===== src/rtl/fir_coeff_loader.sv =====
// Streams signed FIR coefficients into the filter's positive/negative magnitude banks.
// One RAM write per clock; aborts on bank overflow or beat timeout.
module fir_coeff_loader #(
  parameter int unsigned P_POS_DEPTH = 7,
  parameter int unsigned P_NEG_DEPTH = 5,
  parameter int unsigned P_MAX_COEFF = 12,
  parameter int unsigned P_TIMEOUT   = 63
) (
  input  logic        iClk_12M,
  input  logic        iRsn,
  input  logic        iLoadReq,
  input  logic        iCoeffValid,
  input  logic [15:0] iCoeff,
  input  logic        iCoeffLast,
  output logic        oCoeffReady,
  output logic        oCoeffiUpdateFlag,
  output logic        oCsnRam,
  output logic        oWrnRam,
  output logic [3:0]  oAddrRam_pos,
  output logic [3:0]  oAddrRam_neg,
  output logic [15:0] oWrDtRam,
  output logic [5:0]  oNumOfCoeff,
  output logic        oLoadDone,
  output logic        oLoadErr
);

  localparam int unsigned DW = 16;
  localparam int unsigned AW = 4;
  localparam int unsigned CW = 6;
  localparam int unsigned TW = $clog2(P_TIMEOUT + 1);

  typedef enum logic [2:0] {
    S_IDLE, S_PREP, S_LOAD, S_FLUSH, S_DONE, S_ABORT
  } state_t;

  state_t        r_state, w_state_nxt;
  logic [AW-1:0] r_pos_ptr, w_pos_ptr;
  logic [AW-1:0] r_neg_ptr, w_neg_ptr;
  logic [TW-1:0] r_idle, w_idle;
  logic          r_ready, w_ready;
  logic          r_flag, w_flag;
  logic          r_csn, w_csn;
  logic          r_wrn, w_wrn;
  logic [AW-1:0] r_addr_pos, w_addr_pos;
  logic [AW-1:0] r_addr_neg, w_addr_neg;
  logic [DW-1:0] r_data, w_data;
  logic [CW-1:0] r_num, w_num;
  logic          r_done, w_done;
  logic          r_err, w_err;

  logic          w_accept;
  logic          w_is_neg;
  logic          w_ovf;
  logic          w_abort;
  logic [DW-1:0] w_mag;
  logic [CW-1:0] w_num_inc;

  // Magnitude of a negative beat; the most negative code has no positive twin.
  assign w_is_neg  = iCoeff[DW-1];
  assign w_mag     = (iCoeff == 16'h8000) ? 16'h7FFF : DW'(~iCoeff + 16'd1);
  assign w_accept  = (r_state == S_LOAD) && iCoeffValid && r_ready;
  assign w_ovf     = w_is_neg ? (r_neg_ptr == AW'(P_NEG_DEPTH))
                              : (r_pos_ptr == AW'(P_POS_DEPTH));
  assign w_num_inc = r_num + CW'(1);

  always_comb begin
    w_state_nxt = r_state;
    w_pos_ptr   = r_pos_ptr;
    w_neg_ptr   = r_neg_ptr;
    w_idle      = r_idle;
    w_ready     = 1'b0;
    w_flag      = r_flag;
    w_csn       = 1'b1;
    w_wrn       = 1'b1;
    w_addr_pos  = '0;
    w_addr_neg  = '0;
    w_data      = '0;
    w_num       = r_num;
    w_done      = 1'b0;
    w_err       = r_err;
    w_abort     = 1'b0;

    case (r_state)
      S_IDLE: begin
        if (iLoadReq) begin
          w_state_nxt = S_PREP;
          w_err       = 1'b0;
          w_num       = '0;
          w_pos_ptr   = '0;
          w_neg_ptr   = '0;
          w_idle      = '0;
          w_flag      = 1'b1;
          w_csn       = 1'b0;
          w_wrn       = 1'b0;
        end
      end
      S_PREP: begin
        w_state_nxt = S_LOAD;
        w_ready     = 1'b1;
        w_csn       = 1'b0;
        w_wrn       = 1'b0;
      end
      S_LOAD: begin
        w_ready = 1'b1;
        w_csn   = 1'b0;
        w_wrn   = 1'b0;
        if (w_accept) begin
          w_idle = '0;
          if (w_ovf) begin
            w_abort = 1'b1;
          end else begin
            w_num = w_num_inc;
            if (w_is_neg) begin
              w_neg_ptr  = r_neg_ptr + AW'(1);
              w_addr_neg = r_neg_ptr + AW'(1);
              w_data     = w_mag;
            end else begin
              w_pos_ptr  = r_pos_ptr + AW'(1);
              w_addr_pos = r_pos_ptr + AW'(1);
              w_data     = iCoeff;
            end
            if (iCoeffLast || (w_num_inc == CW'(P_MAX_COEFF))) begin
              w_state_nxt = S_FLUSH;
              w_ready     = 1'b0;
            end
          end
        end else if (r_idle == TW'(P_TIMEOUT - 1)) begin
          w_abort = 1'b1;
        end else begin
          w_idle = r_idle + TW'(1);
        end
      end
      S_FLUSH: begin
        w_state_nxt = S_DONE;
        w_flag      = 1'b0;
        w_done      = 1'b1;
      end
      S_DONE:  w_state_nxt = S_IDLE;
      S_ABORT: w_state_nxt = S_IDLE;
      default: w_state_nxt = S_IDLE;
    endcase

    // Abort overrides any write or completion decided above.
    if (w_abort) begin
      w_state_nxt = S_ABORT;
      w_err       = 1'b1;
      w_ready     = 1'b0;
      w_flag      = 1'b0;
      w_csn       = 1'b1;
      w_wrn       = 1'b1;
      w_num       = '0;
      w_addr_pos  = '0;
      w_addr_neg  = '0;
      w_data      = '0;
    end
  end

  always_ff @(posedge iClk_12M or negedge iRsn) begin
    if (!iRsn) begin
      r_state    <= S_IDLE;
      r_pos_ptr  <= '0;
      r_neg_ptr  <= '0;
      r_idle     <= '0;
      r_ready    <= 1'b0;
      r_flag     <= 1'b0;
      r_csn      <= 1'b1;
      r_wrn      <= 1'b1;
      r_addr_pos <= '0;
      r_addr_neg <= '0;
      r_data     <= '0;
      r_num      <= '0;
      r_done     <= 1'b0;
      r_err      <= 1'b0;
    end else begin
      r_state    <= w_state_nxt;
      r_pos_ptr  <= w_pos_ptr;
      r_neg_ptr  <= w_neg_ptr;
      r_idle     <= w_idle;
      r_ready    <= w_ready;
      r_flag     <= w_flag;
      r_csn      <= w_csn;
      r_wrn      <= w_wrn;
      r_addr_pos <= w_addr_pos;
      r_addr_neg <= w_addr_neg;
      r_data     <= w_data;
      r_num      <= w_num;
      r_done     <= w_done;
      r_err      <= w_err;
    end
  end

  assign oCoeffReady       = r_ready;
  assign oCoeffiUpdateFlag = r_flag;
  assign oCsnRam           = r_csn;
  assign oWrnRam           = r_wrn;
  assign oAddrRam_pos      = r_addr_pos;
  assign oAddrRam_neg      = r_addr_neg;
  assign oWrDtRam          = r_data;
  assign oNumOfCoeff       = r_num;
  assign oLoadDone         = r_done;
  assign oLoadErr          = r_err;

endmodule


===== config.mk =====
export PLATFORM = sky130hd
export DESIGN_NAME = fir_coeff_loader
export DESIGN_NICKNAME = d
export VERILOG_FILES = /design/src/rtl/fir_coeff_loader.sv
export SDC_FILE = /design/constraint.sdc
export NUM_CORES = 1
export LEC_CHECK = 0
export CAP_MARGIN = 10
export CORE_UTILIZATION = 50
export CTS_CLUSTER_DIAMETER = 40
export CTS_CLUSTER_SIZE = 40
export DETAILED_ROUTE_END_ITERATION = 16
export GPL_ROUTABILITY_DRIVEN = 0
export PLACE_DENSITY = 0.79
export SYNTH_ARGS = -nofsm -noshare
export SYNTH_HDL_FRONTEND = slang
export SYNTH_SLANG_ARGS = --single-unit
export TNS_END_PERCENT = 30

===== constraint.sdc =====
create_clock -name iClk_12M -period 2.55 [get_ports iClk_12M]
set_clock_uncertainty 0.2 [all_clocks]
set_input_delay 0.51 -clock iClk_12M [delete_from_list [all_inputs] [get_ports iClk_12M]]
set_output_delay 0.51 -clock iClk_12M [all_outputs]
set_load 0.01 [all_outputs]

==> impl_metrics.yaml <==
status:
  status: "finished, final reports clean"
routing:
  wl_met1_um: 2720
  top_layer_used: "met4"
  via_per_inst: 5.59
  wl_met2_um: 2820
  firstDrtPassIters: 4
  postRouteAntennaNets: 0
  drc: 0
  drt_iter0_markers: 153
  via_count: 2167
  wl_met3_um: 207
  wl_um: 5790
  wl_per_cell_um: 14.9
clock_tree:
  cts_max_level: 2
  cts_root_buffer: "clkbuf_8"
  clk_pin_slew_worst_paths_ns: 0.09
  post_cts_buffers: 0
  cts_made_buffers: 5
  clk_path_buf_depth: 2
  clock-sinks: 52
  cts_resized: 0
  postCtsHoldBufs: 1
  clock_latency_ns: 0.30
  cts_tree: "yes"
cells_and_area:
  drive_above_1_share_pct: 15.6
  fin_util_pct: 71.1
  layout.cells.most_common: "clkdlybuf4s50_1"
  area_growth_pct: 32.8
  final_nets: 348
  diodes: 0
  layout_common_cells: "clkdlybuf4s50_1, dfrtp_1, buf_4, nor2_1, a21oi_1"
synth:
  syn_area_sq_um: 2610
  synth-async-reset-ratio_pct: 100
  synthFlopType: "dfrtp_1"
  synth.ff_latch_count: 52
  synth-edff-count: 0
  yosys_warnings: 0
  ys_seq_area_share_pct: 49.9
  synthDistinctLibCells: 61
  avgSynthCellArea_sq_um: 10.7
  syn-num-nets: 273
  syn_inst: 245
critical_path:
  crit_arrival_ns: 2.40
  slowest_stage: "clkdlybuf4s50_1"
  path_delay_family: "buffers and inverters"
  rrSetupSlack_ns: 0.45
  critPathMaxFanout: 3
  path_buf_inv: 3
  cp-end-kind: "register"
  critPathKind: "input port to register"
  reg2reg_depth: 5
  reg2reg_from: "r_pos_ptr[0]$_DFFE_PN0P_"
  worstSetupStartpointType: "input port"
  worstPathRequired_ns: 2.57
  slowest_delay_ns: 0.44
  crit-reg2reg-capture: "oNumOfCoeff[5]$_DFFE_PN0P_"
  crit_chain: "clkdlybuf4s50_1 -> inv_1 -> ha_1 -> or3b_1 -> buf_4 -> o41ai_2 -> o21ai_0 -> a31oi_1"
timing:
  drv_slew: 0
  finalHoldViolCount: 0
  fmaxAchievable_mhz: 420
  fin_ws_ns: 0.172
  period_minus_slack_ns: 2.38
  worstMarginPinSlew_ns: 0.540
  finalCritPeriodShare_pct: 93.3
  rsz0062_at_grt: "false"
  max_slew_margin_pct: 64.0
  finalSetupViolCount: 0
  hold_slack_ns: 0.307
floorplanning:
  die_area_sq_um: 5520
  rows: 25
  initial_core_util_pct: 53.5
  io_pins: 57
  die_w_um: 74.3
  dieHeight_um: 74.3
  core_area_sq_um: 4880
global_route:
  globalRouteOverflowTotal: 0
  grt_antenna_before_repair: 0
  grt_pass1_wl_um: 9810
  grt_max_degree: 20
  grtUsageTotal_pct: 23.4
  grt_pass1_vias: 2059
placement:
  port_buffers: 56
  post-place-ws_ns: -0.136
  dp_hpwl_um: 4420
power_and_ir_drop:
  irDropWorstVdd_mv: 0.422
  power.leakage_nw: 1.55
  p_per_area_nw_per_um2: 680
worst_hold_path:
  hold_path_class: "register to register"
  holdPathEnd: "oCoeffiUpdateFlag$_DFFE_PN0P_"
  hold_path_depth: 1
  hp-start: "oCoeffiUpdateFlag$_DFFE_PN0P_"
job:
  cap_violations: 0
[per-stage QoR]
step                      setup TNS [ns]  total power, mW  cells  cell area [sq um]
after floorplan                        0             1.51    245               2610
after detailed placement           -1.15             1.89    379               3360
after CTS                              0             2.37    388               3470
after global placement            -0.383             1.87    379               3360
after global routing                   0             2.50    388               3470
final                                  0             2.36    388               3470
[final cells by class]
cell class | instances | area [sq um]
Clock buffer | 7 | 86.3
Inverter | 12 | 45.0
Sequential cell | 52 | 1300
Tap cell | 67 | 83.8
Fill cell | 395 | 1410
Clock inverter | 1 | 7.51
Timing Repair Buffer | 80 | 751
Multi-Input combinational cell | 169 | 1190
[synthesized netlist by cell type (all sizes together) (6+ instances only)]
| library cell | number | area share [%] |
|---|---|---|
| nor3 | 6 | 1.1 |
| a31oi | 6 | 1.4 |
| xor2 | 9 | 3.0 |
| o21ai | 11 | 2.1 |
| ha | 7 | 3.4 |
| buf | 8 | 2.2 |
| a21oi | 21 | 4.6 |
| dfrtp | 51 | 49 |
| inv | 12 | 1.7 |
| nand2 | 10 | 1.5 |
| nand3 | 8 | 1.5 |
| nor2 | 18 | 2.7 |
[how the worst max path moves through the flow]
stage,from,end,depth (start not counted)
4_1_cts,iCoeff[0],oWrDtRam[10]$_DFF_PN0_,8
3_5_place_dp,iCoeff[0],oWrDtRam[13]$_DFF_PN0_,8
6_report,iCoeff[0],oWrDtRam[12]$_DFF_PN0_,8
2_1_floorplan,iCoeff[0],oWrDtRam[0]$_DFF_PN0_,8
3_3_place_gp,iCoeff[0],oWrDtRam[10]$_DFF_PN0_,8
5_1_grt,iCoeff[0],oWrDtRam[11]$_DFF_PN0_,8
[sequential cells by signal (all words and copies together) (netlist names)]
register           flops
oWrDtRam              16
r_neg_ptr              4
oCoeffiUpdateFlag      1
r_state                3
oLoadErr               1
r_pos_ptr              4
oAddrRam_pos           4
oNumOfCoeff            6
oCoeffReady            1
oLoadDone              1
oWrnRam                1
oAddrRam_neg           4
r_idle                 6
[metal layers]
layer | vias to the layer above | track usage [%]
li1 | 1047 | -
met1 | 1065 | 33.2
met2 | 51 | 37.4
met3 | 4 | 3.79
met4 | 0 | 6.50
met5 | - | 0
[kinds of logic after synthesis]
family          after synthesis  synth area share (%)
mux                           2                 0.766
buf+inv                      24                  4.50
flops                        52                  49.9
fa+ha+maj                     7                  3.35
simple gates                 76                  17.3
compound gates               71                  19.9
xor+xnor                     13                  4.36
[report_power, final]
group	switching, mW	internal, mW	total [mW]	leakage [nW]
clock network	0.255	0.221	0.475	0.0445
registers	0.112	0.940	1.05	0.710
logic	0.432	0.399	0.831	0.799
Note: power is estimated with default switching activity, not from simulation.
